File: src/rtl/fifo_pkg.sv
// Shared types and sizing helpers for the single-clock FIFO.
package fifo_pkg;

    typedef enum logic {FifoStd, FifoFwft} fifo_mode_e;

    // Pointer and level width: one extra bit so a full FIFO (level == depth) is representable.
    function automatic int fifo_ptr_w(input int depth);
        return $clog2(depth) + 1;
    endfunction

endpackage

File: src/rtl/sync_fifo_if.sv
// Bundle of the write/read handshake, status and error signals of sync_fifo.
interface sync_fifo_if #(
    parameter int Width = 8,
    parameter int Depth = 4
);
    import fifo_pkg::*;

    localparam int Lw = fifo_ptr_w(Depth);

    // Handshake: a write is taken on a rising edge when i_wr_en & ~o_wr_full, a read
    // when i_rd_en & ~o_rd_empty; both flags are registered, never combinational.
    logic             i_flush;
    logic             i_wr_en;
    logic [Width-1:0] i_wr_data;
    logic             o_wr_full;
    logic             o_wr_almost_full;
    logic             i_rd_en;
    logic [Width-1:0] o_rd_data;
    logic             o_rd_empty;
    logic             o_rd_almost_empty;
    logic [Lw-1:0]    o_level;
    logic             o_overflow;
    logic             o_underflow;

    modport master (
        output i_flush, i_wr_en, i_wr_data, i_rd_en,
        input  o_wr_full, o_wr_almost_full, o_rd_data, o_rd_empty,
        input  o_rd_almost_empty, o_level, o_overflow, o_underflow
    );

    modport slave (
        input  i_flush, i_wr_en, i_wr_data, i_rd_en,
        output o_wr_full, o_wr_almost_full, o_rd_data, o_rd_empty,
        output o_rd_almost_empty, o_level, o_overflow, o_underflow
    );

endinterface

File: src/rtl/fifo_ram.sv
// Depth x Width storage: synchronous write port, asynchronous read port.
module fifo_ram #(
    parameter  int Width = 8,
    parameter  int Depth = 4,
    localparam int Aw    = $clog2(Depth)
) (
    input  logic             clk,
    input  logic             i_we,
    input  logic [Aw-1:0]    i_waddr,
    input  logic [Width-1:0] i_wdata,
    input  logic [Aw-1:0]    i_raddr,
    output logic [Width-1:0] o_rdata
);

    logic [Width-1:0] r_mem [Depth];

    always_ff @(posedge clk) begin
        if (i_we) r_mem[i_waddr] <= i_wdata;
    end

    assign o_rdata = r_mem[i_raddr];

endmodule

File: src/rtl/sync_fifo.sv
// Single-clock FIFO with fill level, almost flags, sticky errors, flush and optional FWFT read.
module sync_fifo
    import fifo_pkg::*;
#(
    parameter int Width          = 8,
    parameter int Depth          = 4,
    parameter int Fwft           = 0,
    parameter int AlmostFullThr  = Depth - 1,
    parameter int AlmostEmptyThr = 1
) (
    input logic        clk,
    input logic        rst_n,
    sync_fifo_if.slave bus
);

    localparam int         Pw   = fifo_ptr_w(Depth);
    localparam int         Aw   = Pw - 1;
    localparam fifo_mode_e Mode = (Fwft != 0) ? FifoFwft : FifoStd;

    if (Depth < 2 || (Depth & (Depth - 1)) != 0) begin : g_bad_depth
        $error("sync_fifo: Depth must be a power of two >= 2");
    end
    if (AlmostFullThr < 1 || AlmostFullThr > Depth) begin : g_bad_afull
        $error("sync_fifo: AlmostFullThr out of range 1..Depth");
    end
    if (AlmostEmptyThr < 0 || AlmostEmptyThr > Depth - 1) begin : g_bad_aempty
        $error("sync_fifo: AlmostEmptyThr out of range 0..Depth-1");
    end

    logic [Pw-1:0]    r_wr_ptr, r_rd_ptr, r_level;
    logic             r_full, r_empty, r_afull, r_aempty;
    logic             r_overflow, r_underflow;
    logic             w_wr_acc, w_rd_acc;
    logic [Pw-1:0]    w_level_nxt;
    logic [Width-1:0] w_ram_rdata;

    // Acceptance looks only at registered flags, so a full FIFO drops a write even if read this cycle.
    assign w_wr_acc = bus.i_wr_en & ~r_full;
    assign w_rd_acc = bus.i_rd_en & ~r_empty;

    always_comb begin
        w_level_nxt = r_level;
        if (bus.i_flush)               w_level_nxt = '0;
        else if (w_wr_acc && !w_rd_acc) w_level_nxt = r_level + Pw'(1);
        else if (w_rd_acc && !w_wr_acc) w_level_nxt = r_level - Pw'(1);
    end

    always_ff @(posedge clk or negedge rst_n) begin
        if (!rst_n) begin
            r_wr_ptr    <= '0;
            r_rd_ptr    <= '0;
            r_level     <= '0;
            r_full      <= 1'b0;
            r_empty     <= 1'b1;
            r_afull     <= 1'b0;
            r_aempty    <= 1'b1;
            r_overflow  <= 1'b0;
            r_underflow <= 1'b0;
        end else begin
            r_level  <= w_level_nxt;
            r_full   <= (w_level_nxt == Pw'(Depth));
            r_empty  <= (w_level_nxt == '0);
            r_afull  <= (w_level_nxt >= Pw'(AlmostFullThr));
            r_aempty <= (w_level_nxt <= Pw'(AlmostEmptyThr));
            if (bus.i_flush) begin
                r_wr_ptr    <= '0;
                r_rd_ptr    <= '0;
                r_overflow  <= 1'b0;
                r_underflow <= 1'b0;
            end else begin
                if (w_wr_acc)                   r_wr_ptr    <= r_wr_ptr + Pw'(1);
                if (w_rd_acc)                   r_rd_ptr    <= r_rd_ptr + Pw'(1);
                if (bus.i_wr_en && r_full)  r_overflow  <= 1'b1;
                if (bus.i_rd_en && r_empty) r_underflow <= 1'b1;
            end
        end
    end

    fifo_ram #(.Width(Width), .Depth(Depth)) u_ram (
        .clk     (clk),
        .i_we    (w_wr_acc & ~bus.i_flush),
        .i_waddr (r_wr_ptr[Aw-1:0]),
        .i_wdata (bus.i_wr_data),
        .i_raddr (r_rd_ptr[Aw-1:0]),
        .o_rdata (w_ram_rdata)
    );

    if (Mode == FifoStd) begin : g_std
        logic [Width-1:0] r_rd_data;
        always_ff @(posedge clk or negedge rst_n) begin
            if (!rst_n)                       r_rd_data <= '0;
            else if (w_rd_acc && !bus.i_flush) r_rd_data <= w_ram_rdata;
        end
        assign bus.o_rd_data = r_rd_data;
    end else begin : g_fwft
        assign bus.o_rd_data = r_empty ? '0 : w_ram_rdata;
    end

    assign bus.o_wr_full         = r_full;
    assign bus.o_wr_almost_full  = r_afull;
    assign bus.o_rd_empty        = r_empty;
    assign bus.o_rd_almost_empty = r_aempty;
    assign bus.o_level           = r_level;
    assign bus.o_overflow        = r_overflow;
    assign bus.o_underflow       = r_underflow;

endmodule
File: src/flat_wrapper.sv
// flat-port wrapper written by rule: the top's interface ports become plain ports
module sync_fifo_flat import fifo_pkg::*;
#(
    parameter int Width          = 8,
    parameter int Depth          = 4,
    parameter int Fwft           = 0,
    parameter int AlmostFullThr  = Depth - 1,
    parameter int AlmostEmptyThr = 1
)
  (clk, rst_n, bus_i_flush, bus_i_wr_en, bus_i_wr_data, bus_i_rd_en, bus_o_wr_full, bus_o_wr_almost_full, bus_o_rd_data, bus_o_rd_empty, bus_o_rd_almost_empty, bus_o_level, bus_o_overflow, bus_o_underflow);
  sync_fifo_if #(.Width(Width), .Depth(Depth)) bus_i ();
  input logic clk;
  input logic rst_n;
  input wire logic [$bits(bus_i.i_flush)-1:0] bus_i_flush;
  input wire logic [$bits(bus_i.i_wr_en)-1:0] bus_i_wr_en;
  input wire logic [$bits(bus_i.i_wr_data)-1:0] bus_i_wr_data;
  input wire logic [$bits(bus_i.i_rd_en)-1:0] bus_i_rd_en;
  output wire logic [$bits(bus_i.o_wr_full)-1:0] bus_o_wr_full;
  output wire logic [$bits(bus_i.o_wr_almost_full)-1:0] bus_o_wr_almost_full;
  output wire logic [$bits(bus_i.o_rd_data)-1:0] bus_o_rd_data;
  output wire logic [$bits(bus_i.o_rd_empty)-1:0] bus_o_rd_empty;
  output wire logic [$bits(bus_i.o_rd_almost_empty)-1:0] bus_o_rd_almost_empty;
  output wire logic [$bits(bus_i.o_level)-1:0] bus_o_level;
  output wire logic [$bits(bus_i.o_overflow)-1:0] bus_o_overflow;
  output wire logic [$bits(bus_i.o_underflow)-1:0] bus_o_underflow;
  assign bus_i.i_flush = bus_i_flush;
  assign bus_i.i_wr_en = bus_i_wr_en;
  assign bus_i.i_wr_data = bus_i_wr_data;
  assign bus_i.i_rd_en = bus_i_rd_en;
  assign bus_o_wr_full = bus_i.o_wr_full;
  assign bus_o_wr_almost_full = bus_i.o_wr_almost_full;
  assign bus_o_rd_data = bus_i.o_rd_data;
  assign bus_o_rd_empty = bus_i.o_rd_empty;
  assign bus_o_rd_almost_empty = bus_i.o_rd_almost_empty;
  assign bus_o_level = bus_i.o_level;
  assign bus_o_overflow = bus_i.o_overflow;
  assign bus_o_underflow = bus_i.o_underflow;
  sync_fifo #(.Width(Width), .Depth(Depth), .Fwft(Fwft), .AlmostFullThr(AlmostFullThr), .AlmostEmptyThr(AlmostEmptyThr)) u_core (.clk(clk), .rst_n(rst_n), .bus(bus_i));
endmodule
File: config.mk
export PLATFORM = sky130hd
export DESIGN_NAME = sync_fifo_flat
export DESIGN_NICKNAME = d
export VERILOG_FILES = /design/src/rtl/fifo_pkg.sv /design/src/rtl/sync_fifo_if.sv /design/src/rtl/fifo_ram.sv /design/src/rtl/sync_fifo.sv /design/src/flat_wrapper.sv
export SDC_FILE = /design/constraint.sdc
export NUM_CORES = 1
export LEC_CHECK = 0
export CAP_MARGIN = 5
export CORE_UTILIZATION = 54
export CTS_CLUSTER_DIAMETER = 50
export DETAILED_ROUTE_END_ITERATION = 8
export PLACE_DENSITY = 0.79
export SYNTH_ARGS = -nofsm -noshare
export SYNTH_HDL_FRONTEND = slang
export SYNTH_SLANG_ARGS = --single-unit
File: constraint.sdc
create_clock -name clk -period 1.65 [get_ports clk]
set_input_delay 0.2475 -clock clk [delete_from_list [all_inputs] [get_ports clk]]
set_output_delay 0.2475 -clock clk [all_outputs]
set_load 0.05 [all_outputs]
Word-level counts from Yosys, hierarchy flattened:

Memory sizes are Yosys's and may differ from the RTL's. A register that Yosys moved wholly into a read port is not among the register bits.
Cells that the tools add are included.

* bitwise logic cells: 6
* muxes and demuxes: 13
* equality and inequality tests: 1
* reductions and logical operators: 14
* magnitude comparators: 2
* add/sub/neg operators: 4

Operators by type and width (number)
* 2-to-1 mux 3 bit: 7
* adder 3 x 1 -> 3 bit (second input constant): 3
* nonzero test 2 bit: 4
* 2-to-1 mux 1 bit: 6
* logical AND 1 bit: 5
* zero test 1 bit: 4
* AND 1 bit: 3
* == test 3 bit (second input constant): 1
* >= comparator 3 x 2 -> 1 bit (second input constant): 1
* less-or-equal comparator 3 x 1 -> 1 bit (second input constant): 1
* zero test 3 bit: 1
* inverter 1 bit: 3
* subtractor 3 x 1 -> 3 bit (second input constant): 1

* logic and storage cells: 50
* memories kept: 1
* bits in writable memories: 32
* register bits: 15
* output and inout bits: 17
* input port bits: 13

Memories
* u_core.u_ram.r_mem: words 4, width 8, rd ports 1, clocked after memory_dff 1, write ports 1, line fifo_ram.sv:15 `logic [Width-1:0] r_mem [Depth];`

Logic depth before layout (Yosys ltp):

* word-level depth: 8
* mapped depth: 6
* mapped depth without buffers: 6

Modules after synthesis:

A second synthesis with hierarchy kept.

* cells, all modules: 125
* area total of the unflattened synthesis: 2177.1 µm²

By module, submodules not included
* fifo_ram: cells each 46, seq. area each 960.9 µm², instances 1, area each 1188.6 µm²
* sync_fifo: cells each 79, seq. area each 528.0 µm², instances 1, area each 988.4 µm²

Worst setup path before layout:

OpenSTA, ideal clock, no wires.

* path type: register to register
* start: reg u_core.r_level[0], in the netlist u_core.bus.o_level[0]
* end: reg u_core.r_full, in the netlist u_core.bus.o_wr_full
* arrival time: 1768 ps
* buffers on the path: 0
* library setup time: 134 ps
* stages on the path, launching flop included: 7
* setup slack: -252 ps
* required time: 1516 ps
* clock period less this slack: 1902 ps
* cell sequence: dfrtp_1 -> inv_1 -> ha_1 -> nand2_1 -> nor3_1 -> a221o_1 -> nor3b_1

* word-level cells in the longest chain between the ends: 5
* elaborated cells on any way between the ends: 6
* classes of those cells: add/sub: 2; eq/ne: 1; mux: 3

RTL lines
* from (decl): line sync_fifo.sv:30 `logic [Pw-1:0] r_wr_ptr, r_rd_ptr, r_level;`
* from (signal assigned): line sync_fifo.sv:60 `r_level <= w_level_nxt;`
* subtractor 3 x 1 -> 3 bit: line sync_fifo.sv:45 `else if (w_rd_acc && !w_wr_acc) w_level_nxt = r_level - Pw'(1);`
* 2-to-1 mux 3 bit: line sync_fifo.sv:45
* 2-to-1 mux 3 bit *: line sync_fifo.sv:44 `else if (w_wr_acc && !w_rd_acc) w_level_nxt = r_level + Pw'(1);`
* 2-to-1 mux 3 bit *: line sync_fifo.sv:43 `if (bus.i_flush) w_level_nxt = '0;`
* == test 3 bit *: line sync_fifo.sv:61 `r_full <= (w_level_nxt == Pw'(Depth));`
* to (signal assigned): line sync_fifo.sv:61
* to (decl): line sync_fifo.sv:31 `logic r_full, r_empty, r_afull, r_aempty;`

Mark *: on every way between the ends. The rest lies on a longest branch, timed or not.
A chain may end at the register's enable or synchronous reset.

Final worst setup path:

Same ends and word-level chain as after synthesis.

==> flow_metrics.env <==
export IMPL_rsz0062_at_grt="false"
export IMPL_nNetsFinal=204
export IMPL_place_hpwl_mm=2.816
export IMPL_via_count=1309
export IMPL_final_area_um2=2839
export IMPL_rows=22
export IMPL_cts_root_buf="clkbuf_8"
export IMPL_overflow=0
export IMPL_gp_congestion=0.8783
export IMPL_syn_nets=157
export IMPL_hold_path_class="input pin to async pin"
export IMPL_synth_cell_types=35
export IMPL_max_freq_mhz=634.7
export IMPL_viasPerCell=5.594
export IMPL_synth_warnings=0
export IMPL_synth_ff_type="edfxtp_1"
export IMPL_finalPower_mw=4.327
export IMPL_cts_clk_slew_worst_paths_ns=0.09
export IMPL_crit_start="u_core.bus.o_level[0]"
export IMPL_portBuffers=29
export IMPL_power_density_nw_per_um2=1524
export IMPL_grtUsageMet2_pct=37.88
export IMPL_routedWlPerCell_um=17.63
export IMPL_io_pins=30
export IMPL_antenna_left=0
export IMPL_drt_pass1_iter_count=4
export IMPL_maxCapViolations=0
export IMPL_fin_skew_ns=0.007006
export IMPL_netlist_instances=138
export IMPL_htree_levels=2
export IMPL_hold_viol_final=0
export IMPL_grt_pass1_vias=1368
export IMPL_ir_drop_mv=0.7800
export IMPL_holdBufCountCts=0
export IMPL_die_x_um=66.24
export IMPL_setup_violations=0
export IMPL_clk_path_buf_depth=2
export IMPL_clock_latency_ns=0.31
export IMPL_grtUsageMet3_pct=5.862
export IMPL_yosysTopAreaCellShare_pct=43.12
export IMPL_ys_ff_latch=53
export IMPL_drt_first_iter_violations=58
export IMPL_drc=0
export IMPL_dpl_cell_area_um2=2684
export IMPL_cp_start_kind="flip-flop"
export IMPL_period_needed_ns=1.576
export IMPL_crit_fanout=6
export IMPL_synth_area_leaders="edfxtp_1 (43%), dfrtp_1 (21%), mux4_2 (8.1%), mux2_2 (4.0%), ha_1 (3.4%)"
export IMPL_synth_edf_count=32
export IMPL_clock_sinks=53
export IMPL_endpoint="u_core.bus.o_wr_full"
export IMPL_start_util_pct=58.66
export IMPL_reg2reg_slack_ns=0.07
export IMPL_fin_crit_sh_pct=95.49
export IMPL_cts_buffers=5
export IMPL_grt_pass1_wl_mm=6.755
export IMPL_worst_slew_pin_slew_ns=0.4663
export IMPL_final_core_util_pct=74.74
export IMPL_use_met1_pct=27.13
export IMPL_reg2reg_from="u_core.bus.o_level[0]"
export IMPL_grt_use_total_pct=22.14
export IMPL_synth_top_area_cell="edfxtp_1"
export IMPL_required_ns=1.83
export IMPL_arrival_ns=1.76
export IMPL_worstRegToRegCells=6
export IMPL_antenna_found_initial=0
export IMPL_grt_max_degree=22
export IMPL_totalWireLength_mm=4.126
export IMPL_drive_gt1_share_pct=38.17
export IMPL_p_leak_nw=1.100
export IMPL_core_um2=3799
export IMPL_dieArea_um2=4388
export IMPL_synth_seq_area_share_pct=66.82
export IMPL_slew_headroom_pct=68.91
export IMPL_antennaDiodeCount=0
export IMPL_gr_max_usage_layer="met2"
export IMPL_die_h_um=66.24
export IMPL_crit_type="flip-flop to flip-flop"
export IMPL_fillers=231
export IMPL_slew_violations=0
export IMPL_cp_end_kind="flip-flop"
export IMPL_async_reset_ff_share_pct=39.62
export IMPL_status="finished, final reports clean"
export IMPL_cts_tree="yes"
export IMPL_syn_area_um2=2228
export IMPL_area_growth_pct=27.40
export IMPL_avgSynthCellArea_um2=16.15
export IMPL_r2r_end="u_core.bus.o_wr_full"
## cell families after synthesis
| group | count (synthesis) | synth area share (%) |
|---|---|---|
| fa+ha+maj | 6 | 3.369 |
| simple gates | 31 | 7.467 |
| mux | 16 | 12.13 |
| flops | 53 | 66.82 |
| buf+inv | 12 | 3.144 |
| compound gates | 14 | 4.379 |
| xor+xnor | 6 | 2.695 |
## placed cells by master, fill, tap and decap left out, drive strengths merged, types with 4 or more instances in the layout
cell type      count
buf               35
nand2              4
and2               4
dfrtp             19
clkdlybuf4s50     12
edfxtp            32
mux4               8
mux2               8
ha                 6
inv                6
a21oi              5
xnor2              5
nor2              13
clkbuf             5
## Yosys cell counts (4+ instances only)
library cell and instances:
ha_1 6, a21oi_1 5, nand2_1 4, mux2_2 8, nor2_1 12, mux4_2 8
dfrtp_1 19, xnor2_1 4, and2_1 4, clkbuf_1 4, edfxtp_1 32, inv_1 5
## worst min-delay path by stage
stage / startpoint / end / slack, ns / cells after the start
finish: rst_n / u_core.bus.o_rd_data[2] / 0.29 / 2
global route: rst_n / u_core.bus.o_rd_data[4] / 0.31 / 2
CTS: rst_n / u_core.bus.o_rd_data[2] / 0.30 / 2
detailed placement: u_core.bus.o_overflow / u_core.bus.o_overflow / 0.49 / 2
global placement: u_core.bus.o_underflow / u_core.bus.o_underflow / 0.49 / 2
floorplan: rst_n / u_core.bus.o_level[0] / -0.05 / 0
## where the power goes
part / internal, mW / switching (mW)
logic: 0.628 / 0.915
clock network: 0.610 / 0.418
registers: 1.62 / 0.142
## final cells by class
type                            count  area, µm²  share of cell area (%)
Clock buffer                        5      68.82                   2.424
Tap cell                           48      60.06                   2.115
Timing Repair Buffer               47      457.9                   16.13
Multi-Input combinational cell     73      671.9                   23.67
Inverter                            5      18.77                  0.6611
Clock inverter                      3      68.82                   2.424
Sequential cell                    53       1493                   52.58
## per-stage QoR
step / setup TNS, ns / worst slack (ns) / hold slack (ns) / cells
floorplan: 0 / 0.005836 / -0.04809 / 138
global placement: -2.375 / -0.07096 / 0.4894 / 224
detailed placement: -2.932 / -0.1445 / 0.4930 / 224
CTS: 0 / 0.04630 / 0.3040 / 232
global route: 0 / 0.01493 / 0.3077 / 234
finish: 0 / 0.07445 / 0.2939 / 234
## state kept, by name, summed over array words and instances (netlist names)
name / cells
u_core.r_wr_ptr: 2
u_core.r_rd_ptr: 2
u_core.bus.o_rd_data: 8
u_core.bus.o_rd_empty: 1
u_core.bus.o_wr_full: 1
u_core.bus.o_rd_almost_empty: 1
u_core.bus.o_wr_almost_full: 1
u_core.u_ram.r_mem: 32
u_core.bus.o_level: 3
u_core.bus.o_overflow: 1
u_core.bus.o_underflow: 1
## critical path: stages, from the launching register on
cell and delay [ns]:
dfrtp_2 0.43, inv_2 0.08, ha_1 0.38, nand2_1 0.10, nor3_1 0.04, a221o_1 0.28
nor3b_1 0.14
## routing by layer
| layer | vias to the layer above | share of wire (%) | routed length [µm] |
|---|---|---|---|
| li1 | 602 | - | - |
| met1 | 669 | 41 | 1701 |
| met2 | 29 | 53 | 2201 |
| met3 | 9 | 3.8 | 155 |
| met4 | 0 | 1.6 | 67 |
| met5 | - | 0 | 0 |
## what timing repair did
action                                  CTS  global route
setup buffers                             0             2
gates resized for setup                   0             1
endpoints found under the setup margin    0             1
No activity file was read; power rests on OpenSTA's default activity.
